### config.mk
export PLATFORM = sky130hd
export DESIGN_NAME = folded_threshold_eval
export DESIGN_NICKNAME = d
export VERILOG_FILES = /design/src/rtl/folded_threshold_eval.sv
export SDC_FILE = /design/constraint.sdc
export NUM_CORES = 1
export LEC_CHECK = 0
export CAP_MARGIN = 20
export CORE_ASPECT_RATIO = 2
export CORE_MARGIN = 5
export CORE_UTILIZATION = 42
export CTS_BUF_LIST = sky130_fd_sc_hd__clkbuf_2
export CTS_CLUSTER_SIZE = 14
export DETAILED_ROUTE_END_ITERATION = 6
export HOLD_SLACK_MARGIN = 0.02
export PLACE_DENSITY = 0.64
export SLEW_MARGIN = 20
export SYNTH_ARGS = -nofsm -noshare
export SYNTH_HDL_FRONTEND = slang
export SYNTH_SLANG_ARGS = --single-unit
export TNS_END_PERCENT = 50
### constraint.sdc
create_clock -name clk -period 10.7 [get_ports clk]
set_input_delay 2.14 -clock clk [delete_from_list [all_inputs] [get_ports clk]]
set_output_delay 2.14 -clock clk [all_outputs]
set_load 0.01 [all_outputs]
### src/rtl/folded_threshold_eval.sv
// Threshold evaluator y = (popcount(x) >= T). The N-bit vector is folded into W-bit
// chunks, and one chunk per clock is added into a popcount accumulator.
module folded_threshold_eval #(
  parameter int N          = 33,
  parameter int W          = 8,
  parameter int EARLY_EXIT = 0,
  parameter int CNT_W      = $clog2(N + 1)
) (
  input  logic             clk,
  input  logic             rst_n,
  input  logic             in_valid,
  output logic             in_ready,
  input  logic [N-1:0]     in_data,
  input  logic             in_mode,
  input  logic [CNT_W-1:0] in_thresh,
  output logic             out_valid,
  input  logic             out_ready,
  output logic             out_y,
  output logic [CNT_W-1:0] out_cnt,
  output logic             out_early
);

  localparam int C     = (N + W - 1) / W;
  localparam int IDX_W = (C > 1) ? $clog2(C) : 1;
  localparam int PAD_W = C * W;
  localparam logic [CNT_W-1:0] MAJ_T = CNT_W'(N / 2 + 1);

  typedef enum logic [1:0] {IDLE, ACCUM, DONE} state_e;

  state_e           state_q, state_d;
  logic [PAD_W-1:0] data_q, data_d;
  logic [CNT_W-1:0] thresh_q, thresh_d;
  logic [CNT_W-1:0] acc_q, acc_d;
  logic [IDX_W-1:0] idx_q, idx_d;
  logic             y_q, y_d;
  logic             early_q, early_d;

  logic             accept;
  logic [W-1:0]     chunk;
  logic [CNT_W-1:0] chunk_cnt;
  logic [CNT_W-1:0] remaining;
  int               rem_int;
  logic [CNT_W:0]   acc_sum, acc_bound, thresh_ext;
  logic             last_chunk, hit, miss;

  assign in_ready = (state_q == IDLE) || ((state_q == DONE) && out_ready);
  assign accept   = in_valid && in_ready;

  // The last chunk reads the zero padding above bit N-1, so it never adds stray ones.
  assign chunk = data_q[idx_q*W +: W];

  always_comb begin
    chunk_cnt = '0;
    for (int i = 0; i < W; i++) chunk_cnt = chunk_cnt + CNT_W'(chunk[i]);
  end

  // Bits still unsummed once the current chunk is added; bounds the best-case final count.
  always_comb begin
    rem_int   = N - (int'(idx_q) + 1) * W;
    remaining = (rem_int > 0) ? CNT_W'(rem_int) : '0;
  end

  assign acc_sum    = {1'b0, acc_q + chunk_cnt};
  assign acc_bound  = acc_sum + {1'b0, remaining};
  assign thresh_ext = {1'b0, thresh_q};
  assign last_chunk = (idx_q == IDX_W'(C - 1));
  assign hit        = (acc_sum >= thresh_ext);
  assign miss       = (acc_bound < thresh_ext);

  always_comb begin
    // NOTE: every variable gets its hold value first so no path through the case infers a latch.
    state_d  = state_q;
    data_d   = data_q;
    thresh_d = thresh_q;
    acc_d    = acc_q;
    idx_d    = idx_q;
    y_d      = y_q;
    early_d  = early_q;

    case (state_q)
      ACCUM: begin
        acc_d = acc_sum[CNT_W-1:0];
        idx_d = idx_q + IDX_W'(1);
        if (last_chunk || ((EARLY_EXIT != 0) && (hit || miss))) begin
          state_d = DONE;
          y_d     = hit;
          early_d = !last_chunk;
        end
      end
      DONE: begin
        if (out_ready && !in_valid) state_d = IDLE;
      end
      default: ;
    endcase

    // Accept in IDLE, or in DONE on the same edge the result is retired.
    if (accept) begin
      state_d  = ACCUM;
      data_d   = PAD_W'(in_data);
      thresh_d = in_mode ? in_thresh : MAJ_T;
      acc_d    = '0;
      idx_d    = '0;
    end
  end

  // NOTE: state uses non-blocking assignments so every flop samples pre-edge values.
  always_ff @(posedge clk or negedge rst_n) begin
    if (!rst_n) begin
      state_q <= IDLE;
      acc_q   <= '0;
      idx_q   <= '0;
      y_q     <= 1'b0;
      early_q <= 1'b0;
    end else begin
      state_q <= state_d;
      acc_q   <= acc_d;
      idx_q   <= idx_d;
      y_q     <= y_d;
      early_q <= early_d;
    end
  end

  // NOTE: the vector and threshold holding registers are not reset; they are only read after a load.
  always_ff @(posedge clk) begin
    data_q   <= data_d;
    thresh_q <= thresh_d;
  end

  assign out_valid = (state_q == DONE);
  assign out_y     = y_q;
  assign out_cnt   = acc_q;
  assign out_early = early_q;

endmodule
# Word-level counts from Yosys, hierarchy flattened
# Index checks and enable logic that the tools add are counted.
[totals]
out_inout_bits = 10
wordCells = 42
mem_count = 0
latchBits = 0
register_bits = 52
inputBits = 44
romBits = 0
ramBits = 0
[classes]
add_sub_neg = 9
reduce_logical = 11
multipliers = 0
bitwise = 0
shift = 1
order_cmp = 1
n_eq_ne = 5
div_mod_pow = 0
muxes = 8
[ops]
columns = ["op", "count"]
rows = [
  ["indexed part select 40 x 7 -> 8 bit", 1],
  ["adder 6 x 1 -> 6 bit", 2],
  ["2-to-1 mux 6 bit", 2],
  ["adder 5 x 1 -> 6 bit", 1],
  ["adder 6 bit", 1],
  [">= comparator 6 bit", 1],
  ["2-to-1 mux 2 bit", 3],
  ["2-to-1 mux 3 bit", 2],
  ["adder 4 x 1 -> 5 bit", 1],
  ["adder 3 x 1 -> 4 bit", 1],
  ["case mux 2 bit (2 select lines)", 1],
  ["adder 2 x 1 -> 3 bit", 1],
  ["adder 3 x 1 -> 3 bit (second input constant)", 1],
  ["== test 3 bit (second input constant)", 1],
  ["logical AND 1 bit", 3],
  ["inequality test 3 x 1 -> 1 bit (second input constant)", 1],
  ["inequality test 3 bit (second input constant)", 1],
  ["AND reduction 3 bit", 1],
  ["nonzero test 3 bit", 1],
  ["adder 1 x 1 -> 2 bit", 1],
  ["== test 2 x 1 -> 1 bit (second input constant)", 1],
  ["== test 2 bit (second input constant)", 1],
  ["zero test 1 bit", 2],
  ["zero test 2 bit", 1],
  ["other kinds (3)", 3],
]

# Logic depth before layout (Yosys ltp)
[logic_depth]
ltp_word = 11
mapped_depth = 19
mapped_depth_nobuf = 18

# Worst setup path after synthesis
# OpenSTA, ideal clock, no wires.
[synth_timing]
path_type = "flip-flop to flip-flop"
startpoint = "reg idx_q[0]"
endpoint = "reg y_q, in the netlist out_y"
arrival_ns = 4.734
path_buffers = 1
path_slack_ns = 5.841
setup_time_ns = 0.126
stages_incl_launch_ff = 20
cell_sequence = "dfrtp_1 buf_6 mux4_2 inv_1 o32ai_1 fa_1 inv_1 fa_1 inv_1 fa_1 fa_1 inv_1 fa_1 nand2b_1 a21oi_1 xor2_1 ha_1 and3_1 a221oi_1 o21ai_1"
[synth_via]
elab_chain_cells = 10
word_cells_on_any_way = 12
classes_between = "add/sub: 8; order compare: 1; eq/ne: 1; shift: 1; reduce/logical: 1"
[synth_rtl]
columns = ["element", "line", "text"]
rows = [
  ["from (decl)", "34", "logic [IDX_W-1:0] idx_q, idx_d;"],
  ["from (signal assigned)", "117", "idx_q <= idx_d;"],
  ["indexed part select 40 x 7 -> 8 bit", "50", "assign chunk = data_q[idx_q*W +: W];"],
  ["adder 1 x 1 -> 2 bit", "54", "for (int i = 0; i < W; i++) chunk_cnt = chunk_cnt + CNT_W'(chunk[i]);"],
  ["adder 2 x 1 -> 3 bit", "54", ""],
  ["adder 3 x 1 -> 4 bit", "54", ""],
  ["adder 4 x 1 -> 5 bit", "54", ""],
  ["adder 5 x 1 -> 6 bit", "54", ""],
  ["adder 6 x 1 -> 6 bit (2 in series)", "54", ""],
  ["adder 6 bit", "63", "assign acc_sum = {1'b0, acc_q + chunk_cnt};"],
  [">= comparator 6 bit", "67", "assign hit = (acc_sum >= thresh_ext);"],
  ["to (signal assigned)", "118", "y_q <= y_d;"],
  ["to (decl)", "35", "logic y_q, y_d;"],
]
# Several ways; a longest one is shown, not always the timed one.
# A chain may end at the register's enable or synchronous reset.

# Worst setup path after layout
[layout_timing]
startpoint = "in out_ready"
endpoint = "out in_ready"
[layout_via]
elab_chain_cells = 2
[layout_rtl]
columns = ["element", "line", "text"]
rows = [
  ["from (decl)", "17", "input logic out_ready,"],
  ["logical AND 1 bit", "46", "assign in_ready = (state_q == IDLE) || ((state_q == DONE) && out_ready);"],
  ["logical OR 1 bit", "46", ""],
  ["to (decl)", "12", "output logic in_ready,"],
]
# No other way between the ends.

==> results.md <==
* Worst hold start: out_early
* Nets at 290
* Most used DFF post-synth: sky130_fd_sc_hd__edfxtp_1
* Largest fanout of any net on the critical path at 3
* Die height at 119 µm
* Post-route cell area at 0.00317 mm²
* Detailed-route wire length per cell at 14.4 µm
* Worst-Skew Late Latency at 430 ps
* # Post-CTS Setup Buffers at 0
* Leading cell types in the layout, fill and taps excluded: sky130_fd_sc_hd__clkdlybuf4s50_1, sky130_fd_sc_hd__edfxtp_1, sky130_fd_sc_hd__inv_1
* Pin count of the biggest net entering global routing at 42
* Floorplan die area at 0.00773 mm²
* Number of max-capacitance violations reported at 0
* Number of diodes at 0
* Clock transition at path regs at 240 ps
* Run status: finished clean
* Most common library cell in the layout ignoring fill and taps: sky130_fd_sc_hd__clkdlybuf4s50_1
* Fraction of layout instances using a drive strength above 1 at 0.101
* Headroom to the max-slew limit at 0.404
* Maximum count of clock buffers along a single path at 2
* Count of H-tree levels built during CTS at 2
* Non-filler cells in the finished layout at 291
* Hold Violations, Final at 0
* Port buffer count at 53
* Core Area at 0.00591 mm²
* Total routing resource utilization after global routing at 0.124
* Share of the clock period used by the worst path at 0.524
* Post-synth design cell area at 0.00251 mm²
* DRC marker count from the first detailed-route iteration at 53
* Clock period minus worst slack at 5600 ps
* Floorplan die width at 64.7 µm
* Combined area of the multi-input logic cells at 922 µm²
* Count of unresolved DRC violations after routing at 0
* Number of clock sinks at 52
* Portion of the post-synthesis area used by sequential elements at 0.595
* Total via count in the routed design at 1484
* Syn nets at 234
* Fill count at 515
* Number of library cell types mapped by synthesis at 34
* CTS Root Buffer Type: sky130_fd_sc_hd__clkbuf_2
* Number of standard-cell rows in the floorplan at 40
* Max Transition Viols Final at 0
* Number of antenna violations at the first check in global routing at 0
* Peak clock frequency supported by timing at 178 MHz
* Crit Reg-Reg Startpoint: idx_q[0]
* Worst-margin pin slew at 894 ps
* Cell area reported after detailed placement at 0.00310 mm²
* First-pass GRT wire length at 7310 µm
* Area taken by flip-flops and latches at 0.00150 mm²
* Mapped Avg Cell Area at 14.7 µm²
* Worst path arrival time at 3460 ps
* Routed Antenna Nets at 0
* First-pass detailed-route iteration total at 4
* # setup viols final at 0
* Synth Warn # at 0
* Crit. End Element: output port
* Hold EP: out_early
* Worst min path class: flop to flop
* Unrepaired setup endpoints after global routing: false
* Number of cells traversed by the worst hold path at 1
* Total of hold buffers inserted after clock tree synthesis at 0
* DRT Wirelength at 4200 µm
* Asr flop ratio synth at 0.250
* Number of clock buffers inserted by TritonCTS at 5
* Worst endpoint required time at 8560 ps
* Placer's final routability congestion estimate at 0.758
* Tightest hold margin at 521 ps
* Number of flip-flops and latches in the synthesized netlist at 52
* CTS-repair resized insts at 0
* TNS Setup at 0 ps
* Area Growth Syn to Fin at 26.0%
* Clock skew after layout at 19.2 ps
* Endpoint of the lowest-slack register-to-register path: out_y
* Number of primary I/O pins at 54
* Number of global-route vias before repair at 1638
* TritonCTS clock tree: built
* Setup slack of the most critical reg-to-reg path at 5240 ps
* Count of flip-flops with a built-in enable after synthesis at 39
* Placed wire-length estimate at 3220 µm
* Via/cell ratio at 5.10
* Initial core utilization at 0.426
* Global route overflow at 0
* Gate count of the mapped netlist at 171
* Total placed cells including tap cells at 283
* Depth of the most critical reg-to-reg path at 18
* Worst setup path category: primary input to output port
* Startpoint type of the worst setup path: primary input
[routing by layer]
| metal | track usage | routed length [µm] |
|---|---|---|
| met1 | 0.139 | 1680 |
| met2 | 0.209 | 2150 |
| met3 | 0.0415 | 281 |
| met4 | 0.0556 | 86 |
| met5 | 0 | 0 |
[cells by family after synthesis]
logic type | Yosys count | synth area share
flops | 52 | 0.595
simple gates | 39 | 0.0975
compound gates | 25 | 0.0672
buf+inv | 23 | 0.0388
fa+ha+maj | 19 | 0.109
mux | 8 | 0.0746
xor+xnor | 5 | 0.0174
[critical path, stage by stage]
cell and delay (ps):
sky130_fd_sc_hd__clkdlybuf4s50_1 490, sky130_fd_sc_hd__inv_1 40, sky130_fd_sc_hd__a21oi_1 210, sky130_fd_sc_hd__clkdlybuf4s50_1 580
[metrics by stage]
stage	util	setup slack, ps
floorplan	-	5840
global placement	0.525	5160
detailed placement	0.525	5110
CTS	0.536	5100
global route	0.536	4820
finish	0.536	5100
[registers in the layout, summed over array words and instances (netlist names)]
| signal | cells |
|---|---|
| state_q | 2 |
| data_q | 33 |
| out_cnt | 6 |
| out_y | 1 |
| out_early | 1 |
| idx_q | 3 |
| thresh_q | 6 |
[worst max path at each step]
stage	slack (ps)	end	start
2_1_floorplan	5840	out_y	idx_q[0]
3_3_place_gp	5160	in_ready	out_ready
3_5_place_dp	5110	in_ready	out_ready
4_1_cts	5100	in_ready	out_ready
5_1_grt	4820	out_y	idx_q[0]
6_report	5100	in_ready	out_ready
[synthesized netlist by cell type, types with 2 or more instances]
| library cell | count | area [µm²] |
|---|---|---|
| sky130_fd_sc_hd__nand2b_1 | 9 | 56.3 |
| sky130_fd_sc_hd__nand2_1 | 10 | 37.5 |
| sky130_fd_sc_hd__nor2_1 | 4 | 15.0 |
| sky130_fd_sc_hd__o21ai_1 | 5 | 25.0 |
| sky130_fd_sc_hd__fa_1 | 5 | 100 |
| sky130_fd_sc_hd__a22o_1 | 2 | 17.5 |
| sky130_fd_sc_hd__ha_1 | 14 | 175 |
| sky130_fd_sc_hd__nor2b_1 | 3 | 18.8 |
| sky130_fd_sc_hd__mux4_1 | 2 | 52.6 |
| sky130_fd_sc_hd__xor2_1 | 2 | 17.5 |
| sky130_fd_sc_hd__buf_2 | 3 | 15.0 |
| sky130_fd_sc_hd__dfrtp_1 | 13 | 325 |
| sky130_fd_sc_hd__o21ai_0 | 2 | 10.0 |
| sky130_fd_sc_hd__and2_1 | 6 | 37.5 |
| sky130_fd_sc_hd__a21oi_1 | 6 | 30.0 |
| sky130_fd_sc_hd__edfxtp_1 | 39 | 1170 |
| sky130_fd_sc_hd__xnor2_1 | 3 | 26.3 |
| sky130_fd_sc_hd__mux4_2 | 6 | 135 |
| sky130_fd_sc_hd__inv_1 | 18 | 67.6 |
| sky130_fd_sc_hd__nor2b_4 | 5 | 68.8 |
[final cells by class]
class / count / share of cell area
flip-flops and latches: 52 / 0.472
clock buffers: 6 / 0.00948
inverters: 19 / 0.0225
clock inverters: 2 / 0.0122
well taps: 63 / 0.0249
multi-input cells: 96 / 0.291
repair buffers: 53 / 0.167
Power is left out: the tool's default activity adds up to more than one toggle a clock period on the data nets, which glitch-free logic cannot reach.
